[config.mk]
export PLATFORM = sky130hd
export DESIGN_NAME = br_flow_pack_beats_flat
export DESIGN_NICKNAME = d
export VERILOG_FILES = /design/src/rtl/br_flow_pack_beats_if.sv /design/src/rtl/br_flow_pack_beats.sv /design/src/flat_wrapper.sv
export SDC_FILE = /design/constraint.sdc
export NUM_CORES = 1
export LEC_CHECK = 0
export ABC_AREA = 1
export CORE_UTILIZATION = 49
export CTS_BUF_LIST = sky130_fd_sc_hd__clkbuf_16
export CTS_CLUSTER_SIZE = 30
export DETAILED_ROUTE_END_ITERATION = 6
export PLACE_DENSITY = 0.8
export SLEW_MARGIN = 40
export SYNTH_ARGS = -nofsm -noshare
export SYNTH_HDL_FRONTEND = slang
export SYNTH_SLANG_ARGS = --single-unit
[constraint.sdc]
create_clock -name clk -period 1.7 [get_ports clk]
set_clock_uncertainty 0.05 [all_clocks]
set_input_delay 0.255 -clock clk [delete_from_list [all_inputs] [get_ports clk]]
set_output_delay 0.255 -clock clk [all_outputs]
set_load 0.01 [all_outputs]
[src/rtl/br_flow_pack_beats_if.sv]
// br_flow_pack_beats_if: narrow beat input and packed word output of the beat packer.
interface br_flow_pack_beats_if #(
  parameter int InWidth = 8,
  parameter int NumBeats = 4
);
  localparam int OutWidth = InWidth * NumBeats;
  localparam int CountWidth = $clog2(NumBeats + 1);
  logic in_ready;
  logic in_valid;
  logic [InWidth-1:0] in_data;
  logic in_last;
  logic out_ready;
  logic out_valid;
  logic [OutWidth-1:0] out_data;
  logic [CountWidth-1:0] out_count;
  logic out_last;
  modport master (
    input in_ready, out_valid, out_data, out_count, out_last,
    output in_valid, in_data, in_last, out_ready
  );
  modport slave (
    output in_ready, out_valid, out_data, out_count, out_last,
    input in_valid, in_data, in_last, out_ready
  );
endinterface

[src/rtl/br_flow_pack_beats.sv]
// br_flow_pack_beats: packs NumBeats narrow beats (or fewer, on in_last) into one wide word.
// Define BR_FLOW_PACK_BEATS_ZERO_FILL_EN to read unused lanes of a partial word as zero.
module br_flow_pack_beats #(
  parameter int InWidth = 8,
  parameter int NumBeats = 4
) (
  input logic clk,
  input logic rst_n,
  br_flow_pack_beats_if.slave bus
);
  localparam int OutWidth = InWidth * NumBeats;
  localparam int CountWidth = $clog2(NumBeats + 1);
  localparam int IdxWidth = $clog2(NumBeats);
  typedef enum logic {FILL, HOLD} state_t;
  state_t state_q, state_d;
  logic [IdxWidth-1:0] idx_q, idx_d;
  logic [OutWidth-1:0] data_q, data_d;
  logic [CountWidth-1:0] count_q, count_d;
  logic last_q, last_d;
  logic accept, retire, close;
  if (InWidth < 1 || NumBeats < 2) begin : g_bad_params
    $error("br_flow_pack_beats: InWidth must be >= 1 and NumBeats >= 2");
  end
  assign bus.in_ready = state_q == FILL || bus.out_ready;
  assign bus.out_valid = state_q == HOLD;
  assign bus.out_data = data_q;
  assign bus.out_count = count_q;
  assign bus.out_last = last_q;
  // idx is always 0 in HOLD, so a beat taken while popping lands in lane 0 of the fresh word.
  always_comb begin
    retire = state_q == HOLD && bus.out_ready;
    accept = bus.in_valid && bus.in_ready;
    close = bus.in_last || idx_q == IdxWidth'(NumBeats - 1);
    state_d = retire ? FILL : state_q;
    idx_d = idx_q;
    data_d = data_q;
    count_d = count_q;
    last_d = last_q;
`ifdef BR_FLOW_PACK_BEATS_ZERO_FILL_EN
    data_d = retire ? '0 : data_q;
`endif
    if (accept) begin
      data_d[idx_q*InWidth +: InWidth] = bus.in_data;
      state_d = close ? HOLD : FILL;
      idx_d = close ? '0 : idx_q + IdxWidth'(1);
      count_d = close ? CountWidth'(idx_q) + CountWidth'(1) : count_q;
      last_d = close ? bus.in_last : last_q;
    end
  end
  always_ff @(posedge clk) begin
    if (!rst_n) begin
      state_q <= FILL;
      idx_q <= '0;
      data_q <= '0;
      count_q <= '0;
      last_q <= 1'b0;
    end else begin
      state_q <= state_d;
      idx_q <= idx_d;
      data_q <= data_d;
      count_q <= count_d;
      last_q <= last_d;
    end
  end
  assert property (@(posedge clk) disable iff (!rst_n)
    bus.in_valid && !bus.in_ready |=> bus.in_valid && $stable(bus.in_data));
  assert property (@(posedge clk) disable iff (!rst_n) bus.out_valid |-> bus.out_count != '0);
endmodule
[src/flat_wrapper.sv]
// flat-port wrapper written by rule: the top's interface ports become plain ports
module br_flow_pack_beats_flat 
#(
  parameter int InWidth = 8,
  parameter int NumBeats = 4
)
  (clk, rst_n, bus_in_ready, bus_out_valid, bus_out_data, bus_out_count, bus_out_last, bus_in_valid, bus_in_data, bus_in_last, bus_out_ready);
  br_flow_pack_beats_if #(.InWidth(InWidth), .NumBeats(NumBeats)) bus_i ();
  input logic clk;
  input logic rst_n;
  output wire logic [$bits(bus_i.in_ready)-1:0] bus_in_ready;
  output wire logic [$bits(bus_i.out_valid)-1:0] bus_out_valid;
  output wire logic [$bits(bus_i.out_data)-1:0] bus_out_data;
  output wire logic [$bits(bus_i.out_count)-1:0] bus_out_count;
  output wire logic [$bits(bus_i.out_last)-1:0] bus_out_last;
  input wire logic [$bits(bus_i.in_valid)-1:0] bus_in_valid;
  input wire logic [$bits(bus_i.in_data)-1:0] bus_in_data;
  input wire logic [$bits(bus_i.in_last)-1:0] bus_in_last;
  input wire logic [$bits(bus_i.out_ready)-1:0] bus_out_ready;
  assign bus_in_ready = bus_i.in_ready;
  assign bus_out_valid = bus_i.out_valid;
  assign bus_out_data = bus_i.out_data;
  assign bus_out_count = bus_i.out_count;
  assign bus_out_last = bus_i.out_last;
  assign bus_i.in_valid = bus_in_valid;
  assign bus_i.in_data = bus_in_data;
  assign bus_i.in_last = bus_in_last;
  assign bus_i.out_ready = bus_out_ready;
  br_flow_pack_beats #(.InWidth(InWidth), .NumBeats(NumBeats)) u_core (.clk(clk), .rst_n(rst_n), .bus(bus_i));
endmodule
## After elaboration in Yosys (flattened, before gate mapping)

Cells that the tools add are included.

- $add $sub $neg: 3
- Muxes and demuxes: 5
- Shift-type cells: 2
- Bitwise operators: 1
- Reductions and logical operators: 6
- Equality and inequality tests: 1

Operators with widths:

| operator | number |
|---|---|
| $neg 5->34 | 1 |
| $shift 8x34->32 const A | 1 |
| $shiftx 8x34->32 | 1 |
| $bwmux 32 | 1 |
| $add 2x1->3 const B | 1 |
| $mux 1 | 3 |
| $add 2x1->2 const B | 1 |
| $eq 2x2->1 const B | 1 |
| $logic_and 1x1->1 | 2 |
| $logic_or 1x1->1 | 2 |
| $mux 2 | 1 |
| $reduce_and 2->1 | 1 |
| $reduce_bool 2->1 | 1 |
| $not 1->1 | 1 |

- Output and inout bits: 38
- Word-level logic and storage cells: 23
- Bits of input ports: 13
- Register bits after elaboration: 39

## Depth between registers and ports, before layout

- Depth after elaboration: 4
- Depth in mapped cells: 8
- Depth with buffers taken out: 8

## Worst setup path before layout

Ideal clock, no wire load.

- Path kind: flip-flop to flip-flop
- Start: reg u_core.idx_q[0]
- End: reg u_core.data_q[25], in the netlist u_core.bus.out_data[25]
- Arrival time: 1.317 ns
- Path slack: 0.218 ns
- Path buffers: 0
- Period minus slack after synthesis: 1.482 ns
- Data required time: 1.534 ns
- Stages on the path, launching flop included: 8
- Cell sequence: dfxtp_1 -> inv_1 -> ha_1 -> inv_1 -> nand2_2 -> nor2_1 -> o21ai_0 -> nor2_1

- Longest elaborated chain between the ends: 3

Ends and longest elaborated chain:

| element | RTL line | text |
|---|---|---|
| from (decl) | br_flow_pack_beats.sv:16 | `logic [IdxWidth-1:0] idx_q, idx_d;` |
| from (signal assigned) | br_flow_pack_beats.sv:59 | `idx_q <= idx_d;` |
| $neg 5->34 (*) | br_flow_pack_beats.sv:43 | `data_d[idx_q*InWidth +: InWidth] = bus.in_data;` |
| $shiftx 8x34->32 or $shift 8x34->32 (tied branches) | br_flow_pack_beats.sv:43 |  |
| $bwmux 32 (*) | br_flow_pack_beats.sv:43 |  |
| to (signal assigned) | br_flow_pack_beats.sv:60 | `data_q <= data_d;` |
| to (decl) | br_flow_pack_beats.sv:17 | `logic [OutWidth-1:0] data_q, data_d;` |

Every way passes the cells marked *; elsewhere a longest branch is shown, timed or not.
A chain may end at the register's enable or synchronous reset.

## Worst setup path after layout

- Start: in bus_out_ready
- End: out bus_in_ready

- Longest elaborated chain between the ends: 1

Ends and longest elaborated chain:

| element | RTL line | text |
|---|---|---|
| from (decl) | flat_wrapper.sv:19 | `input wire logic [$bits(bus_i.out_ready)-1:0] bus_out_ready;` |
| $logic_or 1x1->1 | br_flow_pack_beats.sv:24 | `assign bus.in_ready = state_q == FILL \|\| bus.out_ready;` |
| to (decl) | flat_wrapper.sv:11 | `output wire logic [$bits(bus_i.in_ready)-1:0] bus_in_ready;` |

No other way between the ends.

==> summary.md <==
| Metric | Value |
|---|---|
| Status | `finished, final reports clean` |
| Largest stage delay, worst path | `0.53 ns` |
| Nets | `394` |
| RSZ-0062 raised after global routing | `no` |
| Final setup TNS | `0 ns` |
| Global-route wire length before repair | `7370 um` |
| Reg clk slew, reported paths | `0.05 ns` |
| Tmin final | `1.66 ns` |
| Routed Antenna Nets | `0` |
| Top cells by area, synth | `dfxtp_1 38%, nor2_1 17%, nand2_1 16%` |
| Layout cell share with drive strength beyond 1 | `6.13%` |
| Fin. max-slew vios | `0` |
| Top cell type's share of synthesized area | `37.9%` |
| Final worst-path cycle share | `97.7%` |
| HPWL after DPL | `3210 um` |
| Most used cell along the critical path | `clkdlybuf4s50_1` |
| Core area | `4030 um2` |
| I/O pin total | `51` |
| Die Span Y | `66.8 um` |
| Maximum capacitance violations | `0` |
| Hold-fix buffers, CTS | `0` |
| Final setup violation count | `0` |
| Post-CTS Resized | `0` |
| Endpoint, Worst Hold | `u_core.bus.out_last` |
| Min-Delay Path Depth | `2` |
| Initial antenna violation count | `0` |
| CTS sink cnt | `39` |
| Sequential area share after synthesis | `37.9%` |
| Initial Util | `51.1%` |
| Synth warn | `0` |
| Vias in the first global route | `1698` |
| Worst path required time | `1.39 ns` |
| Drt wl/cell | `10.5 um` |
| CTS tree | `yes` |
| HP Start | `u_core.bus.out_last` |
| Drc violations | `0` |
| Finished Layout Cells | `425` |
| Final Cell Area | `2720 um2` |
| FMAX | `0.602 GHz` |
| Die ar. | `4470 um2` |
| Clock root buffer | `clkbuf_16` |
| Area after DPL | `2590 um2` |
| Crit end category | `output port` |
| Number of synthesized register bits | `39` |
| PD cells | `806 nW/um2` |
| Initial DRT Pass Iterations | `4` |
| Worst R2R Start | `u_core.idx_q[1]` |
| Vias per inst | `4.59` |
| Post-Syn Nets | `341` |
| CP Data Arrival Time | `1.36 ns` |
| Drt total wl | `4460 um` |
| Setup slack, reg-to-reg | `0.17 ns` |
| Critical Path Start Type | `input port` |
| Count of different cell masters after synthesis | `19` |
| Layout area overhead | `32.1%` |
| Die width | `66.8 um` |
| Worst path slowest cell | `clkdlybuf4s50_1` |
| Worst-Skew Late Latency | `0.28 ns` |
| Placed insts | `418` |
| Actual slew at the worst max-slew pin | `0.328 ns` |
| GRT overflow | `0` |
| Initial detailed-routing violation count | `109` |
| Synth Cell Area | `2060 um2` |
| CP cell instances | `clkdlybuf4s50_1, inv_2, nand2_4, clkdlybuf4s50_1` |
| Clock buffer depth | `2` |
| Gr usage total | `22.3%` |
| Input/output buffers | `50` |
| Finished Core Util | `67.5%` |
| Rows | `23` |
| Vias | `1952` |
| R2r endpoint | `u_core.bus.out_data[25]` |
| CTS Buf Count | `5` |
| Largest net degree at the start of global routing | `23` |
| Ant diodes | `0` |
| Htree depth | `2` |
| Slew margin rel. | `78.1%` |
| Routability cong. | `0.895` |
| Worst Reg-to-Reg Cells | `7` |
| Max FO, Critical Path | `2` |
| LEAKAGE | `1.33 nW` |
| Gate Count Post-Synth | `322` |
| Crit path kind | `input port to output port` |
| Biggest area consumer among synthesized cells | `dfxtp_1` |
| Post-CTS Setup Repair Bufs | `0` |
| Fillers | `360` |
| Fin. Hold Viols | `0` |
| Min-Delay Path Class | `flop to flop` |
| Avg Synthesized Cell Area | `6.40 um2` |
| Peak supply drop | `0.000477 V` |
==> per-layer routing <==
layer	GRT usage, %	part of all wire, %	up-vias
met5	0	0	-
met4	11.4	2.2	0
met3	4.62	4.5	9
met2	35.9	46	51
met1	27.9	48	851
li1	-	-	1041
==> cell usage in the layout (no fill, tap or decap) <==
| cell type | instances |
|---|---|
| a21oi_1 | 5 |
| a21oi_2 | 1 |
| buf_12 | 1 |
| buf_4 | 6 |
| clkbuf_16 | 5 |
| clkdlybuf4s50_1 | 50 |
| clkinv_1 | 1 |
| clkinv_2 | 1 |
| dfxtp_1 | 39 |
| ha_1 | 6 |
| inv_1 | 52 |
| inv_2 | 2 |
| nand2_1 | 90 |
| nand2_2 | 1 |
| nand2_4 | 1 |
| nand3_1 | 15 |
| nand3_4 | 4 |
| nor2_1 | 92 |
| nor2_4 | 1 |
| o21ai_0 | 1 |
| o21ai_1 | 1 |
==> flip-flops by register name, indices dropped and copies added, names as in the netlist <==
name                  cells
u_core.bus.out_count      3
u_core.bus.out_last       1
u_core.idx_q              2
u_core.bus.out_data      32
u_core.bus.out_valid      1
==> area by class of cell <==
cell class | instances | area (um2) | share of cell area (%)
clock buffer | 5 | 125 | 4.60
multi-input combinational | 218 | 976 | 35.9
clock inverter | 2 | 8.76 | 0.322
timing repair buffer | 57 | 566 | 20.8
inverter | 54 | 203 | 7.45
sequential | 39 | 781 | 28.7
tap | 50 | 62.6 | 2.30
==> where the power goes <==
group,leakage [nW],internal (mW),switching (mW)
Clock,0.0671,0.526,0.340
Sequential,0.317,0.953,0.0199
Combinational,0.949,0.160,0.195
Total,1.33,1.64,0.555
==> synth_stat cells, drive strengths merged <==
master	number
inv	54
nor2	93
dfxtp	39
ha	6
clkbuf	2
nand2	92
nand3	19
a21oi	6
o21ai	2
buf	9
==> how the worst max path moves through the flow <==
| stage | to | from | slack, ns |
|---|---|---|---|
| 2_1_floorplan | u_core.bus.out_data[25] | u_core.idx_q[0] | 0.22 |
| 3_3_place_gp | bus_in_ready | bus_out_ready | 0.04 |
| 3_5_place_dp | u_core.bus.out_data[1] | bus_out_ready | 0.008 |
| 4_1_cts | bus_in_ready | bus_out_ready | 0.03 |
| 5_1_grt | bus_in_ready | bus_out_ready | 0.009 |
| 6_report | bus_in_ready | bus_out_ready | 0.04 |
==> critical path, delay by kind of cell <==
kind	cells	cell delay, ns
buf+inv	3	1.05
simple gates	1	0.05
==> cell families (layout without fill, tap and decap cells) <==
group / after synthesis / after routing / share of synthesized area (%)
AOI/OAI and AO/OA: 8 / 8 / 2.13
DFF: 39 / 39 / 37.9
adders and majority gates: 6 / 6 / 3.65
buffers and inverters: 65 / 118 / 14.7
and+or+nand+nor: 204 / 204 / 41.6
==> through the flow <==
| step | setup slack, ns | hold WS (ns) | power (mW) |
|---|---|---|---|
| floorplan | 0.218 | 0.395 | 1.21 |
| global placement | 0.0408 | 0.404 | 1.34 |
| detailed placement | 0.00789 | 0.408 | 1.35 |
| CTS | 0.0348 | 0.416 | 2.21 |
| global route | 0.00909 | 0.454 | 2.30 |
| finish | 0.0398 | 0.411 | 2.19 |
(Power assumes the default switching activity.)
